--- src/rtl/compare_stream_unit_if.sv ---
// Operand/result stream bundle for compare_stream_unit.
// master drives operands and out_ready; slave is the compare unit.
interface compare_stream_unit_if #(
  parameter int WIDTH   = 4,
  parameter int COUNT_W = 8
);
  logic               in_valid;
  logic               in_ready;
  logic [WIDTH-1:0]   x;
  logic [WIDTH-1:0]   y;
  logic [2:0]         mode;
  logic               is_signed;
  logic               of_in;
  logic               out_valid;
  logic               out_ready;
  logic [WIDTH:0]     out_data;
  logic [COUNT_W-1:0] acc_count;
  logic               acc_empty;

  modport master (
    output in_valid, x, y, mode, is_signed, of_in, out_ready,
    input  in_ready, out_valid, out_data, acc_count, acc_empty
  );

  modport slave (
    input  in_valid, x, y, mode, is_signed, of_in, out_ready,
    output in_ready, out_valid, out_data, acc_count, acc_empty
  );
endinterface

--- src/rtl/compare_stream_unit.sv ---
// Streaming compare unit: EQ/GT/LT/MAX/MIN plus running MAX/MIN accumulator with sticky overflow.
// Latency: one cycle from accept to out_valid.
// Backpressure: single output register; in_ready = !out_valid || out_ready, state frozen while stalled.
module compare_stream_unit #(
  parameter int WIDTH   = 4,
  parameter int COUNT_W = 8
) (
  input logic                  clk,
  input logic                  reset,
  compare_stream_unit_if.slave cs
);
  localparam logic [2:0] M_EQ   = 3'd0;
  localparam logic [2:0] M_GT   = 3'd1;
  localparam logic [2:0] M_LT   = 3'd2;
  localparam logic [2:0] M_MAX  = 3'd3;
  localparam logic [2:0] M_MIN  = 3'd4;
  localparam logic [2:0] M_RMAX = 3'd5;
  localparam logic [2:0] M_RMIN = 3'd6;
  localparam logic [2:0] M_CLR  = 3'd7;

  typedef struct packed {
    logic             of;
    logic [WIDTH-1:0] res;
  } result_t;

  logic               out_valid_q;
  result_t            out_q;
  logic [WIDTH-1:0]   acc;
  logic               acc_empty_q;
  logic [COUNT_W-1:0] acc_count_q;
  logic               sticky_of;

  logic               accept;
  logic               drain;
  logic               x_lt_y, x_gt_y, x_eq_y, x_lt_acc, x_gt_acc;
  result_t            result_nxt;
  logic [WIDTH-1:0]   acc_nxt;

  function automatic logic less(input logic [WIDTH-1:0] a, input logic [WIDTH-1:0] b,
                                input logic sgn);
    return sgn ? ($signed(a) < $signed(b)) : (a < b);
  endfunction

  assign cs.in_ready  = !out_valid_q || cs.out_ready;
  assign accept       = cs.in_valid && cs.in_ready;
  assign drain        = out_valid_q && cs.out_ready;

  assign cs.out_valid = out_valid_q;
  assign cs.out_data  = out_q;
  assign cs.acc_count = acc_count_q;
  assign cs.acc_empty = acc_empty_q;

  assign x_lt_y   = less(cs.x, cs.y, cs.is_signed);
  assign x_gt_y   = less(cs.y, cs.x, cs.is_signed);
  assign x_eq_y   = (cs.x == cs.y);
  assign x_lt_acc = less(cs.x, acc, cs.is_signed);
  assign x_gt_acc = less(acc, cs.x, cs.is_signed);

  always_comb begin
    result_nxt.of  = cs.of_in;
    result_nxt.res = '0;
    acc_nxt        = acc;
    unique case (cs.mode)
      M_EQ:   result_nxt.res = {{(WIDTH-1){1'b0}}, x_eq_y};
      M_GT:   result_nxt.res = {{(WIDTH-1){1'b0}}, x_gt_y};
      M_LT:   result_nxt.res = {{(WIDTH-1){1'b0}}, x_lt_y};
      M_MAX:  result_nxt.res = x_gt_y ? cs.x : cs.y;
      M_MIN:  result_nxt.res = x_lt_y ? cs.x : cs.y;
      M_RMAX: begin
        acc_nxt        = (acc_empty_q || x_gt_acc) ? cs.x : acc;
        result_nxt.res = acc_nxt;
        result_nxt.of  = sticky_of | cs.of_in;
      end
      M_RMIN: begin
        acc_nxt        = (acc_empty_q || x_lt_acc) ? cs.x : acc;
        result_nxt.res = acc_nxt;
        result_nxt.of  = sticky_of | cs.of_in;
      end
      M_CLR:  result_nxt.of = 1'b0;
      default: result_nxt.of = cs.of_in;
    endcase
  end

  always_ff @(posedge clk) begin
    if (reset) begin
      out_valid_q <= 1'b0;
      out_q       <= '0;
      acc         <= '0;
      acc_empty_q <= 1'b1;
      acc_count_q <= '0;
      sticky_of   <= 1'b0;
    end else if (accept) begin
      out_valid_q <= 1'b1;
      out_q       <= result_nxt;
      if (cs.mode == M_RMAX || cs.mode == M_RMIN) begin
        acc         <= acc_nxt;
        acc_empty_q <= 1'b0;
        sticky_of   <= result_nxt.of;
        // saturate rather than wrap so a long run never looks like a fresh one
        if (acc_count_q != '1)
          acc_count_q <= acc_count_q + COUNT_W'(1);
      end else if (cs.mode == M_CLR) begin
        acc         <= '0;
        acc_empty_q <= 1'b1;
        acc_count_q <= '0;
        sticky_of   <= 1'b0;
      end
    end else if (drain) begin
      out_valid_q <= 1'b0;
    end
  end
endmodule

--- src/flat_wrapper.sv ---
// flat-port wrapper written by rule: the top's interface ports become plain ports
module compare_stream_unit_flat 
#(
  parameter int WIDTH   = 4,
  parameter int COUNT_W = 8
)
  (clk, reset, cs_in_valid, cs_x, cs_y, cs_mode, cs_is_signed, cs_of_in, cs_out_ready, cs_in_ready, cs_out_valid, cs_out_data, cs_acc_count, cs_acc_empty);
  compare_stream_unit_if #(.WIDTH(WIDTH), .COUNT_W(COUNT_W)) cs_i ();
  input logic clk;
  input logic reset;
  input wire logic [$bits(cs_i.in_valid)-1:0] cs_in_valid;
  input wire logic [$bits(cs_i.x)-1:0] cs_x;
  input wire logic [$bits(cs_i.y)-1:0] cs_y;
  input wire logic [$bits(cs_i.mode)-1:0] cs_mode;
  input wire logic [$bits(cs_i.is_signed)-1:0] cs_is_signed;
  input wire logic [$bits(cs_i.of_in)-1:0] cs_of_in;
  input wire logic [$bits(cs_i.out_ready)-1:0] cs_out_ready;
  output wire logic [$bits(cs_i.in_ready)-1:0] cs_in_ready;
  output wire logic [$bits(cs_i.out_valid)-1:0] cs_out_valid;
  output wire logic [$bits(cs_i.out_data)-1:0] cs_out_data;
  output wire logic [$bits(cs_i.acc_count)-1:0] cs_acc_count;
  output wire logic [$bits(cs_i.acc_empty)-1:0] cs_acc_empty;
  assign cs_i.in_valid = cs_in_valid;
  assign cs_i.x = cs_x;
  assign cs_i.y = cs_y;
  assign cs_i.mode = cs_mode;
  assign cs_i.is_signed = cs_is_signed;
  assign cs_i.of_in = cs_of_in;
  assign cs_i.out_ready = cs_out_ready;
  assign cs_in_ready = cs_i.in_ready;
  assign cs_out_valid = cs_i.out_valid;
  assign cs_out_data = cs_i.out_data;
  assign cs_acc_count = cs_i.acc_count;
  assign cs_acc_empty = cs_i.acc_empty;
  compare_stream_unit #(.WIDTH(WIDTH), .COUNT_W(COUNT_W)) u_core (.clk(clk), .reset(reset), .cs(cs_i));
endmodule
--- config.mk ---
export PLATFORM = sky130hd
export DESIGN_NAME = compare_stream_unit_flat
export DESIGN_NICKNAME = d
export VERILOG_FILES = /design/src/rtl/compare_stream_unit_if.sv /design/src/rtl/compare_stream_unit.sv /design/src/flat_wrapper.sv
export SDC_FILE = /design/constraint.sdc
export NUM_CORES = 1
export LEC_CHECK = 0
export ABC_AREA = 1
export BUFFER_PORTS_ARGS = -buffer_cell sky130_fd_sc_hd__buf_4
export CAP_MARGIN = 15
export CORE_MARGIN = 2
export CORE_UTILIZATION = 50
export CTS_CLUSTER_SIZE = 16
export DETAILED_ROUTE_END_ITERATION = 16
export GPL_TIMING_DRIVEN = 0
export MAX_ROUTING_LAYER = met4
export PLACE_DENSITY = 0.83
export SLEW_MARGIN = 10
export SYNTH_ARGS = -nofsm -noshare
export SYNTH_HDL_FRONTEND = slang
export SYNTH_SLANG_ARGS = --single-unit
--- constraint.sdc ---
create_clock -name clk -period 2 [get_ports clk]
set_clock_uncertainty 0.2 [all_clocks]
set_input_delay 0.4 -clock clk [delete_from_list [all_inputs] [get_ports clk]]
set_output_delay 0.4 -clock clk [all_outputs]
set_load 0.01 [all_outputs]
==> flow_metrics.tcl <==
set metrics [dict create \
    worst_setup_ep_type "flop" \
    floorplan.die.width_um 63.47 \
    post-route-worst-setup-slack_ns -0.009972 \
    max-cap-violations 0 \
    gp_congestion 0.9082 \
    cellInternalPower_uw 738.3 \
    number_of_enable_flip_flop_cells_after_synthesis 0 \
    grt_first_pass_wirelength_um 7107 \
    tritoncts.num_buffers 3 \
    post-route-min-period_ns 2.010 \
    syn_area_per_cell_sq_um 6.429 \
    postSynthCellCount 275 \
    area_growth_pct 25.90 \
    number_of_antenna_violations_at_the_first_check_in_global_routing 0 \
    fin_crit_share 1.005 \
    route.vias.total 1802 \
    postSynth.asyncResetShare 0 \
    layout.area.seq_sq_um 406.6 \
    rsz_0062_raised_after_global_routing "yes" \
    multi_input_area_sq_mm 0.001260 \
    timing_max_transition_violations_final 0 \
    post_route_cells_drive_above_1_share 0.2907 \
    failing_checks "negative setup slack" \
    drt_wl_total_um 4320 \
    power.clock.fraction 0.310 \
    power_switching_uw 340.5 \
    synth_seq_cells 20 \
    detailed_placer_s_ending_hpwl_um 3305 \
    first_global_vias 1666 \
    post_layout_nonfiller_instances 359 \
    routed_wire_length_per_instance_um 12.03 \
    num_antenna_cells 0 \
    critPathKind "input pin to flop" \
    number_of_drc_markers_in_iteration_0 66 \
    synth_top_cell_by_area "dfxtp_1" \
    detail-route-antenna-nets 0 \
    die_area_sq_mm 0.004028 \
    final_count_of_hold_timing_violations 0 \
    h_tree_level_count 1 \
    outcome "finished with violations" \
    regToRegStartpoint "u_core.acc[3]" \
    worst_ep_arrival_time_ns 2.06 \
    layout.filler_cells 334 \
    regToRegEndpoint "u_core.cs.out_data[2]" \
    power_switching_share 0.3156 \
    setup_slack_reg_to_reg_ns 0.03 \
    vias_per_inst 5.019 \
    synth_fp_nets 309 \
    grt_max_degree 13 \
    worst_pin_slew_ns 0.5143 \
    die_y_um 63.47 \
    synthTopCellsByCount "nand2_1 (76), nand3_1 (38), inv_1 (36)" \
    fp.coreArea_sq_mm 0.003363 \
    row_count 21 \
    syn-cell-area_sq_mm 0.001768 \
    max-slew-margin-rel 0.6572 \
    seqPwrFrac 0.387 \
    io_buffer_count 31 \
    power_density_over_cell_area_mw_per_mm2 484.7 \
    timing.critical_path.required_ns 2.05 \
    final_core_util 0.6618 \
    first_pass_iters 4 \
    timing.reg2reg.worst_path_depth 13 \
    dominant_register_cell_in_the_synthesized_netlist "dfxtp_1" \
    synth_seq_area_share 0.2265 \
    numClockSinks 20 \
    combinational_power_share 0.303 \
    irDropWorstVdd_mv 0.4587 \
    total_nets_final 348 \
    holdPathStages 2 \
    critical_path_peak_fanout 5 \
    min_path_type "input pin to flop" \
    tritoncts_clock_tree "done" \
    worst_skew_pair.late_latency_ns 0.31 \
    postCtsHoldBufs 0 \
    clock_tree.root_cell "clkbuf_4" \
    post-synth-top-count-cell "nand2_1" \
    i_o_pin_cnt 33 \
    globalRoute.totalOverflow 0 \
    preCtsSetupSlack_ns -0.3341 \
    cts.clk_slew.worst_paths_ns 0.12 \
    leakage_dissipation_uw 0.001070 \
    stdcell_area_sq_mm 0.002226 \
    hold_path_end "u_core.cs.out_data[0]" \
    drt_drc_violations_left 0 \
    maxClockFrequency_ghz 0.4975 \
    setup_viol 1 \
    min-delay-start "reset" \
    setup.worst_path.start_class "input pin" \
    start_util 0.5257 \
    netlist.area_leader.share 0.2265 \
    synth_cell_type_count 27 \
    synth_area_leaders "dfxtp_1 (23%), nand2_1 (16%), ha_1 (12%)" \
    dpl_cell_area_sq_mm 0.002058 \
    numPlacedInstances 352 \
    clock_path_buffers 2 \
    ys_warn_count 0 \
    global_route_total_usage_across_every_layer 0.2207 \
]
-- what timing repair did --
item                                    in CTS  in global routing
gates resized for setup                      1                 17
buffers inserted                             0                  3
endpoints found under the setup margin       1                  8
pin swaps                                    0                  6
-- cell usage in the layout, fill, tap and decap left out, types with 10 or more instances in the layout --
master   synthesis  routed
nand2_1         76      75
nand3_1         38      36
buf_4            1      35
inv_1           36      34
dfxtp_1         20      17
a21oi_1         19      16
nor2_1          15      15
ha_1            17      13
nand2_2          9      10
-- metrics by stage --
stage / hold slack, ns / setup TNS (ns) / total power, uW
final: 0.06593 / -0.009972 / 1079
after floorplan: 0.2449 / 0 / 633.2
after global placement: 0.2534 / -2.102 / 716.5
after CTS: 0.06421 / 0 / 1055
after detailed placement: 0.2606 / -2.243 / 723.2
after global routing: 0.04727 / -0.4231 / 1146
-- power by group through the flow --
stage | registers (uW) | logic (uW) | clock network, uW
finish | 418 | 327 | 334
global route | 420 | 363 | 363
CTS | 419 | 299 | 338
detailed placement | 427 | 296 | 0
global placement | 427 | 290 | 0
floorplan | 430 | 203 | 0
-- sequential cells by signal, summed over array words and instances (netlist names) --
signal and count:
u_core.cs.out_valid 1, u_core.cs.acc_empty 1, u_core.cs.acc_count 8, u_core.sticky_of 1
u_core.cs.out_data 5, u_core.acc 4
-- final cells by class --
| type | count | share of cell area |
|---|---|---|
| Inverter | 46 | 0.08207 |
| Buffer | 2 | 0.005059 |
| Tap cell | 46 | 0.02586 |
| Timing Repair Buffer | 34 | 0.1147 |
| Sequential cell | 20 | 0.1827 |
| Clock inverter | 1 | 0.01349 |
| Multi-Input combinational cell | 207 | 0.5661 |
| Clock buffer | 3 | 0.01012 |
-- cell families (layout without fill, tap and decap cells) --
group                      after synthesis  in the layout  synth area share
buffers and inverters                   48             86            0.1055
xor gates and xnor gates                 1              1          0.004955
and+or+nand+nor                        160            160            0.4543
adders and majority gates               17             17            0.1203
DFF                                     20             20            0.2265
AOI/OAI and AO/OA                       29             29           0.08846
-- routing by layer --
layer,global-route usage,vias to the layer above,wire length (um)
li1,-,945,-
met1,0.2808,796,1898
met2,0.3816,57,2126
met3,0.03393,4,274
met4,0.02446,0,20
met5,-,-,0
-- critical path, cell delays in order --
cell,delay [ns]
buf_4,0.12
clkinvlp_4,0.16
ha_4,0.33
nand2_1,0.06
inv_2,0.08
nand2_2,0.08
nand3_4,0.08
nand2_2,0.07
nand2_4,0.11
nand2_4,0.07
nand2_2,0.07
nand3_2,0.08
nand3_1,0.14
nand2_1,0.07
a21oi_1,0.12
-- how the worst max path moves through the flow --
stage | startpoint | to | slack (ns)
4_1_cts | cs_x[3] | u_core.cs.out_data[3] | 0.01
5_1_grt | cs_x[2] | u_core.cs.out_data[2] | -0.1
3_3_place_gp | cs_x[3] | u_core.cs.out_data[3] | -0.32
2_1_floorplan | cs_x[3] | u_core.cs.out_data[3] | 0.04
3_5_place_dp | cs_x[3] | u_core.cs.out_data[3] | -0.33
6_report | cs_x[3] | u_core.cs.out_data[2] | -0.01
Power figures use the tool's default switching activity.
